File: config.mk
export PLATFORM = sky130hd
export DESIGN_NAME = tiny_dnn_seq
export DESIGN_NICKNAME = d
export VERILOG_FILES = /design/src/rtl/tiny_dnn_seq.sv
export SDC_FILE = /design/constraint.sdc
export NUM_CORES = 1
export LEC_CHECK = 0
export CORE_MARGIN = 2
export CORE_UTILIZATION = 57
export DETAILED_ROUTE_END_ITERATION = 7
export DONT_BUFFER_PORTS = 1
export PLACE_DENSITY_LB_ADDON = 0.2
export SYNTH_ARGS = -nofsm -noshare
export SYNTH_HDL_FRONTEND = slang
export SYNTH_SLANG_ARGS = --single-unit
File: constraint.sdc
create_clock -name clk -period 2.4 [get_ports clk]
set_clock_uncertainty 0.1 [all_clocks]
set_input_delay 0.48 -clock clk [delete_from_list [all_inputs] [get_ports clk]]
set_output_delay 0.48 -clock clk [all_outputs]
set_load 0.05 [all_outputs]
File: src/rtl/tiny_dnn_seq.sv
// Control sequencer for the tiny_dnn_core MAC / weight-memory responder.
// Generates strobes, weight address and handshakes for weight loads and dot-product runs.
module tiny_dnn_seq #(
  parameter int f_size = 1024,
  parameter int aw     = $clog2(f_size)
) (
  input  logic          clk,
  input  logic          rst_n,
  input  logic          start_load,
  input  logic          start_run,
  input  logic [aw-1:0] n_terms,
  input  logic          wd_valid,
  output logic          wd_ready,
  output logic          init,
  output logic          write,
  output logic          bwrite,
  output logic          exec,
  output logic          bias,
  output logic [aw-1:0] a,
  output logic          busy,
  output logic          load_done,
  output logic          res_valid,
  input  logic          res_ready
);

  localparam int unsigned   bias_addr_i = f_size - 1;
  localparam logic [aw-1:0] bias_addr   = bias_addr_i[aw-1:0];

  typedef enum logic [3:0] {
    st_idle, st_lw, st_lb, st_init, st_run, st_bias, st_dr1, st_dr2, st_res
  } state_t;

  state_t        state_q, state_d;
  logic [aw-1:0] cnt_q, cnt_d;
  logic [aw-1:0] n_q, n_d;
  logic [aw-1:0] n_clamp;
  logic          cnt_last;

  // The bias slot is never a term address, so N saturates one below f_size.
  assign n_clamp  = (int'(n_terms) > f_size - 1) ? bias_addr : n_terms;
  assign cnt_last = (cnt_q == n_q - aw'(1));
  assign busy     = (state_q != st_idle);

  // NOTE: state is updated with non-blocking assignments so every register
  // samples the pre-edge values of the others, independent of statement order.
  always_ff @(posedge clk or negedge rst_n) begin
    if (!rst_n) begin
      state_q <= st_idle;
      cnt_q   <= '0;
      n_q     <= '0;
    end else begin
      state_q <= state_d;
      cnt_q   <= cnt_d;
      n_q     <= n_d;
    end
  end

  always_comb begin
    // NOTE: every output and next-state value gets a default before the case,
    // so no path through the case can leave a signal unassigned (no latches).
    state_d   = state_q;
    cnt_d     = cnt_q;
    n_d       = n_q;
    wd_ready  = 1'b0;
    init      = 1'b0;
    write     = 1'b0;
    bwrite    = 1'b0;
    exec      = 1'b0;
    bias      = 1'b0;
    a         = '0;
    load_done = 1'b0;
    res_valid = 1'b0;

    unique case (state_q)
      st_idle: begin
        // Load has priority when both commands arrive in the same cycle.
        if (start_load) begin
          n_d     = n_clamp;
          cnt_d   = '0;
          state_d = (n_clamp != '0) ? st_lw : st_lb;
        end else if (start_run) begin
          n_d     = n_clamp;
          cnt_d   = '0;
          state_d = st_init;
        end
      end

      st_lw: begin
        wd_ready = 1'b1;
        a        = cnt_q;
        write    = wd_valid;
        if (wd_valid) begin
          if (cnt_last) begin
            cnt_d   = '0;
            state_d = st_lb;
          end else begin
            cnt_d = cnt_q + aw'(1);
          end
        end
      end

      st_lb: begin
        wd_ready = 1'b1;
        a        = bias_addr;
        if (wd_valid) begin
          write     = 1'b1;
          bwrite    = 1'b1;
          load_done = 1'b1;
          state_d   = st_idle;
        end
      end

      st_init: begin
        init    = 1'b1;
        cnt_d   = '0;
        state_d = (n_q != '0) ? st_run : st_bias;
      end

      st_run: begin
        exec = 1'b1;
        a    = cnt_q;
        if (cnt_last) begin
          cnt_d   = '0;
          state_d = st_bias;
        end else begin
          cnt_d = cnt_q + aw'(1);
        end
      end

      st_bias: begin
        bias    = 1'b1;
        a       = bias_addr;
        state_d = st_dr1;
      end

      // Two drain cycles cover the core's two-stage MAC pipeline.
      st_dr1: state_d = st_dr2;
      st_dr2: state_d = st_res;

      st_res: begin
        res_valid = 1'b1;
        if (res_ready) state_d = st_idle;
      end

      default: state_d = st_idle;
    endcase
  end

endmodule
==> results of run 1 <==
[cell usage in the layout (no fill, tap or decap), types with 4 or more instances in the layout]
cell,synthesis,layout
inv_1,10,8
nand2_1,20,20
o2111ai_1,7,4
nand3_1,6,6
buf_12,0,12
a21oi_1,6,6
o311ai_1,1,6
nor4_1,5,4
xor2_1,7,7
buf_4,1,30
a21o_1,10,10
nand2b_1,7,6
dfrtp_1,24,23
o21ai_0,5,4
nor2_1,22,21
buf_6,1,4
mux2_2,9,8
nor3_1,8,7
[timing repair]
action,4_1_cts,5_1_grt
endpoints found under the setup margin,22,22
resized for setup,14,17
pin swaps,4,3
hold buffers,2,0
endpoints found under the hold margin,24,0
buffers inserted,2,4
cloned,1,1
[logic make-up (layout without fill, tap and decap cells)]
group,Yosys count,after routing,synth area share
AND/OR/NAND/NOR,91,91,0.249
flip-flops,24,24,0.325
buffers and inverters,27,62,0.0617
adder cells (fa/ha/maj),2,2,0.0136
XOR/XNOR,10,10,0.0475
multiplexers,10,10,0.0610
AO/OA/AOI/OAI,58,58,0.242
[power by group through the flow]
stage	Combinational [mW]	Clock, mW	Sequential [mW]
final	3.38	0.314	0.723
after global routing	3.58	0.328	0.744
after CTS	3.15	0.312	0.707
after detailed placement	3.05	0	0.722
after global placement	2.95	0	0.711
after floorplan	1.86	0	0.682
[final timing paths]
kind / from / to / slack (ps)
hold / removal: res_ready / state_q[3] / 110
hold reg to reg: n_q[9] / n_q[9] / 500
setup reg to reg: n_q[0] / cnt_q[3] / -230
max in group asynchronous: rst_n / cnt_q[6] / 1600
min in group asynchronous: rst_n / state_q[2] / 440
setup / recovery: n_q[0] / cnt_q[3] / -230
[state kept, by name (all words and copies together) (netlist names)]
| register | count |
|---|---|
| cnt_q | 10 |
| state_q | 4 |
| n_q | 10 |
[metrics by stage]
step                      instances  worst slack, ps  total power [mW]  TNS [ps]
final                           301             -225              4.42     -2290
after global routing            301             -325              4.65     -3800
after global placement          287             -170              3.66     -1400
after CTS                       296             -203              4.17     -1980
after detailed placement        287             -309              3.77     -2660
after floorplan                 222             -161              2.54      -626
[cell type report]
class / count / area, um^2 / share of cell area
clock buffer: 3 / 22.5 / 0.00885
clock inverter: 1 / 30.0 / 0.0118
inverter: 10 / 37.5 / 0.0148
multi-input combinational: 171 / 1270 / 0.500
sequential: 24 / 602 / 0.237
tap: 44 / 55.1 / 0.0216
timing repair buffer: 48 / 526 / 0.207
[metal layers]
metal | up-vias | track usage | share of wire | routed length (um)
met4 | 0 | 0.0994 | 0.018 | 97
li1 | 888 | - | - | -
met3 | 11 | 0.0533 | 0.060 | 323
met2 | 82 | 0.545 | 0.51 | 2750
met1 | 931 | 0.408 | 0.41 | 2200
met5 | - | 0 | 0 | 0
==> flow_summary_export.csv, run 1 <==
group,metric,value,unit
clock_network,cts_tree,"yes",
yosys,syn_area,1850,um^2
layout,post-route-util,0.826,
yosys,ys_top_cells_by_count,"dfrtp_1, nor2_1, nand2_1",
floorplan,fp-row-count,20,
sta,finalSetupViolCount,12,
sta,hold_ws,112,ps
yosys,synth_nets,240,
global_routing,grt_pass1_wl,8590,um
yosys,async_flop_share,1.00,
layout,area_delta_synth_final,37.8,%
drt,routed_wl,5370,um
yosys,yosysMostFrequentCell,"dfrtp_1",
power,power_switching,2.17,mW
clock_network,cts_buffers,3,
power,powerDensity,1740,nW/um^2
yosys,yosysSeqAreaShare,0.325,
floorplan,coreArea,3080,um^2
drt,first_pass_iters,4,
layout,n_antenna_cell,0,
yosys,synth_cell_types,51,
floorplan,ios,35,
place,port_buffers,0,
sta,fmax,381,MHz
power,swShare,0.492,
yosys,synth_seq_cells,24,
clock_network,cts.sinks,24,
drt,via_per_inst,6.35,
drt,ant_nets,0,
sta,relSlewSlack,0.692,
floorplan,die_width,60.9,um
power,combPwrFrac,0.765,
global_routing,antenna_found_initial,0,
layout,layout.nets,276,
critical_path,critPathArrivalTime,2750,ps
power,vdd_drop_max,1240,uV
power,intPower,2.24,mW
critical_path,start_kind,"register",
critical_path,cp.depth,8,
place,dp_hpwl,3720,um
yosys,yosys-top-cells-area,"dfrtp_1, mux2_2, nor2_1",
worst_hold_path,hold_depth,1,
yosys,netlist_instances,222,
drt,drcViolationCount,0,
clock_network,cts_root_buf,"clkbuf_4",
power,p_leak,1.11,nW
drt,vias,1912,
yosys,synth.avg_cell_area,8.31,um^2
critical_path,path_cells,"buf_6 -> or4_4 -> or4_4 -> o311ai_2 -> o211ai_1 -> buf_4 -> o2111ai_1 -> o311ai_1",
global_routing,grt_use_total,0.317,
critical_path,crit_buf_inv,2,
drt,wire_per_inst,17.8,um
sta,fin_crit,2630,ps
global_routing,grt-ovfl-total,0,
global_routing,grt_max_degree,25,
yosys,synth_edf_count,0,
sta,setup_ws,-225,ps
sta,hold_viol_final,0,
power,p_clk_frac,0.071,
clock_network,insertion_delay,340,ps
sta,fin_crit_sh,1.09,
floorplan,start_util,0.600,
power,seq_power_share,0.164,
flow_run,maxCapViolCount,0,
layout,fillCellCount,197,
worst_hold_path,hp-class,"in -> reg",
sta,worstMarginPinSlew,461,ps
clock_network,cts_max_level,1,
outcome,violations,"negative setup slack",
critical_path,reg2reg_depth,8,
place,place_area,2310,um^2
clock_network,cts_max_path_buffers,2,
outcome,status,"finished, violations left",
floorplan,die_area,3710,um^2
global_routing,first_global_vias,1825,
drt,drt_iter0_drc,130,
sta,finalMaxSlewViolations,0,
critical_path,critical-path-max-stage-delay,530,ps
critical_path,cp_max_fo,5,
layout,final_layout_size_suffix_gt1_frac,0.346,
critical_path,cpLargestDelayFamily,"simple AND/OR/NAND/NOR gates",
critical_path,critPathRequiredTime,2520,ps
critical_path,end_kind,"register",
clock_network,clk_pin_slew,150,ps
yosys,synth_ff_type,"dfrtp_1",
place,gp_congestion,0.837,
yosys,yosys.area.top_type,"dfrtp_1",
floorplan,die_height,60.9,um
critical_path,critPathKind,"reg -> reg",
yosys,yosysWarnings,0,
yosys,synth_top_area_frac,0.325,
layout,final_area,2540,um^2
sta,rsz0062_at_grt,"true",
critical_path,slowest_stage,"or4_4",
critical_path,cp_common_cell,"or4_4",
Note: power is estimated with default switching activity, not from simulation.
==> inputs of run 2 (changes only) <==
PLACE_DENSITY = 0.77   (was unset)
PLACE_DENSITY_LB_ADDON = unset   (was 0.2)
==> flow_summary_export.csv, run 2 (synthesis gave the netlist of run 1 again) <==
group,metric,value,unit
sta,finalMaxSlewViolations,0,
global_routing,grt-ovfl-total,0,
critical_path,critical-path-max-stage-delay,520,ps
floorplan,die_width,60.9,um
layout,top_regs,"cnt_q x10, n_q x10, state_q x4",
critical_path,end_kind,"register",
outcome,violations,"negative setup slack",
power,powerDensity,1720,nW/um^2
global_routing,antenna_found_initial,0,
sta,relSlewSlack,0.670,
layout,multi_input_area,1230,um^2
worst_hold_path,hold_end,"state_q[3]",
global_routing,first_global_vias,1815,
critical_path,reg2reg_depth,8,
critical_path,start_kind,"register",
sta,worstMarginPinSlew,490,ps
floorplan,die_height,60.9,um
global_routing,met1_usage,0.349,
floorplan,die_area,3710,um^2
sta,hold_ws,138,ps
global_routing,grt_use_total,0.294,
clock_network,cts_buffers,3,
critical_path,cp.depth,8,
drt,first_pass_iters,4,
sta,fin_crit_sh,1.08,
layout,n_antenna_cell,0,
worst_hold_path,hold_depth,1,
floorplan,ios,35,
layout,mostFrequentLayoutCell,"buf_4",
floorplan,fp-row-count,20,
power,vdd_drop_max,1360,uV
clock_network,cts_max_path_buffers,2,
layout,final_layout_size_suffix_gt1_frac,0.317,
layout,final_area,2460,um^2
clock_network,cts.sinks,24,
place,place_area,2310,um^2
clock_network,clk_pin_slew,140,ps
drt,wire_per_inst,16.6,um
global_routing,grt_use_met3,0.0533,
critical_path,cp_common_cell,"o311ai_1",
global_routing,grt_max_degree,25,
layout,final_cell_mix,"buf_4, dfrtp_1, nor2_1, nand2_1, buf_12",
sta,setup_ws,-189,ps
clock_network,cts_tree,"yes",
critical_path,r2r_slack,-190,ps
sta,fin_crit,2590,ps
worst_hold_path,hp-class,"in -> reg",
critical_path,slowest_stage,"or4_4",
critical_path,reg2reg_to,"cnt_q[3]",
drt,via_per_inst,6.14,
floorplan,start_util,0.600,
clock_network,cts_root_buf,"clkbuf_4",
worst_hold_path,hold_path_startpoint,"res_ready",
place,dp_hpwl,3510,um
place,dp_slack,-327,ps
drt,routed_wl,4910,um
sta,hold_viol_final,0,
critical_path,crit_buf_inv,2,
layout,regArea,602,um^2
drt,drcViolationCount,0,
drt,drt_iter0_drc,157,
critical_path,path_cells,"buf_6 -> or4_4 -> or4_1 -> o311ai_1 -> o211ai_1 -> buf_4 -> o21ai_4 -> o311ai_1",
global_routing,use_met2,0.516,
critical_path,critPathRequiredTime,2520,ps
drt,vias,1816,
layout,area_delta_synth_final,33.4,%
layout,fillCellCount,211,
global_routing,top_usage_layer,"met2",
clock_network,cts_max_level,1,
critical_path,critPathArrivalTime,2710,ps
flow_run,maxCapViolCount,0,
drt,ant_nets,0,
place,port_buffers,0,
critical_path,setup.worst_path.start,"n_q[0]",
power,p_leak,1.07,nW
clock_network,insertion_delay,350,ps
sta,rsz0062_at_grt,"true",
sta,finalSetupViolCount,22,
critical_path,critPathKind,"reg -> reg",
layout,layout.nets,271,
layout,post-route-util,0.800,
sta,tns,-2160,ps
critical_path,cpLargestDelayFamily,"simple AND/OR/NAND/NOR gates",
global_routing,grt_pass1_wl,8090,um
critical_path,rr_startpoint,"n_q[0]",
critical_path,cp_max_fo,6,
place,gp_congestion,0.860,
sta,fmax,386,MHz
floorplan,coreArea,3080,um^2
outcome,status,"finished, violations left",
run 2: changes by cell type in the layout (fill, tap and decap cells not counted), sizes merged:
cell  change
buf       -5
run 2: worst max-delay path by stage:
stage                  to
2_1_floorplan   load_done
3_3_place_gp     cnt_q[6]
3_5_place_dp     cnt_q[3]
4_1_cts        state_q[0]
5_1_grt          cnt_q[6]
6_report         cnt_q[3]
run 2: report_power, final:
group          switching (mW)  leakage (nW)  internal, mW
logic                    1.78         0.741          1.43
clock network           0.144        0.0279         0.169
registers               0.169         0.306         0.545
run 2: final cells by class:
cell class	instances	area share
inverter	10	0.0152
tap	44	0.0224
multi-input combinational	171	0.502
sequential	24	0.244
timing repair buffer	43	0.195
clock inverter	1	0.0122
clock buffer	3	0.00915
run 2: worst register-to-register path, delay by kind of cell (launching register included):
family	cells	cell delay [ps]
flops	1	420
simple gates	2	940
buf+inv	2	350
compound gates	4	670
run 2: layer usage:
layer	vias up	share of wire
li1	879	-
met1	866	0.41
met2	60	0.52
met3	11	0.048
met4	0	0.023
met5	-	0
run 2: repair_timing:
action,in CTS,in global routing
endpoints found under the setup margin,22,23
gates resized for setup,13,9
buffers inserted,2,0
pin swaps,7,4
endpoints found under the hold margin,24,0
gates cloned,1,1
hold buffers,2,0
run 2: stage by stage:
step                std cells  power, mW
global placement          286       3.65
floorplan                 222       2.54
CTS                       295       4.16
detailed placement        286       3.74
finish                    296       4.24
global route              296       4.48
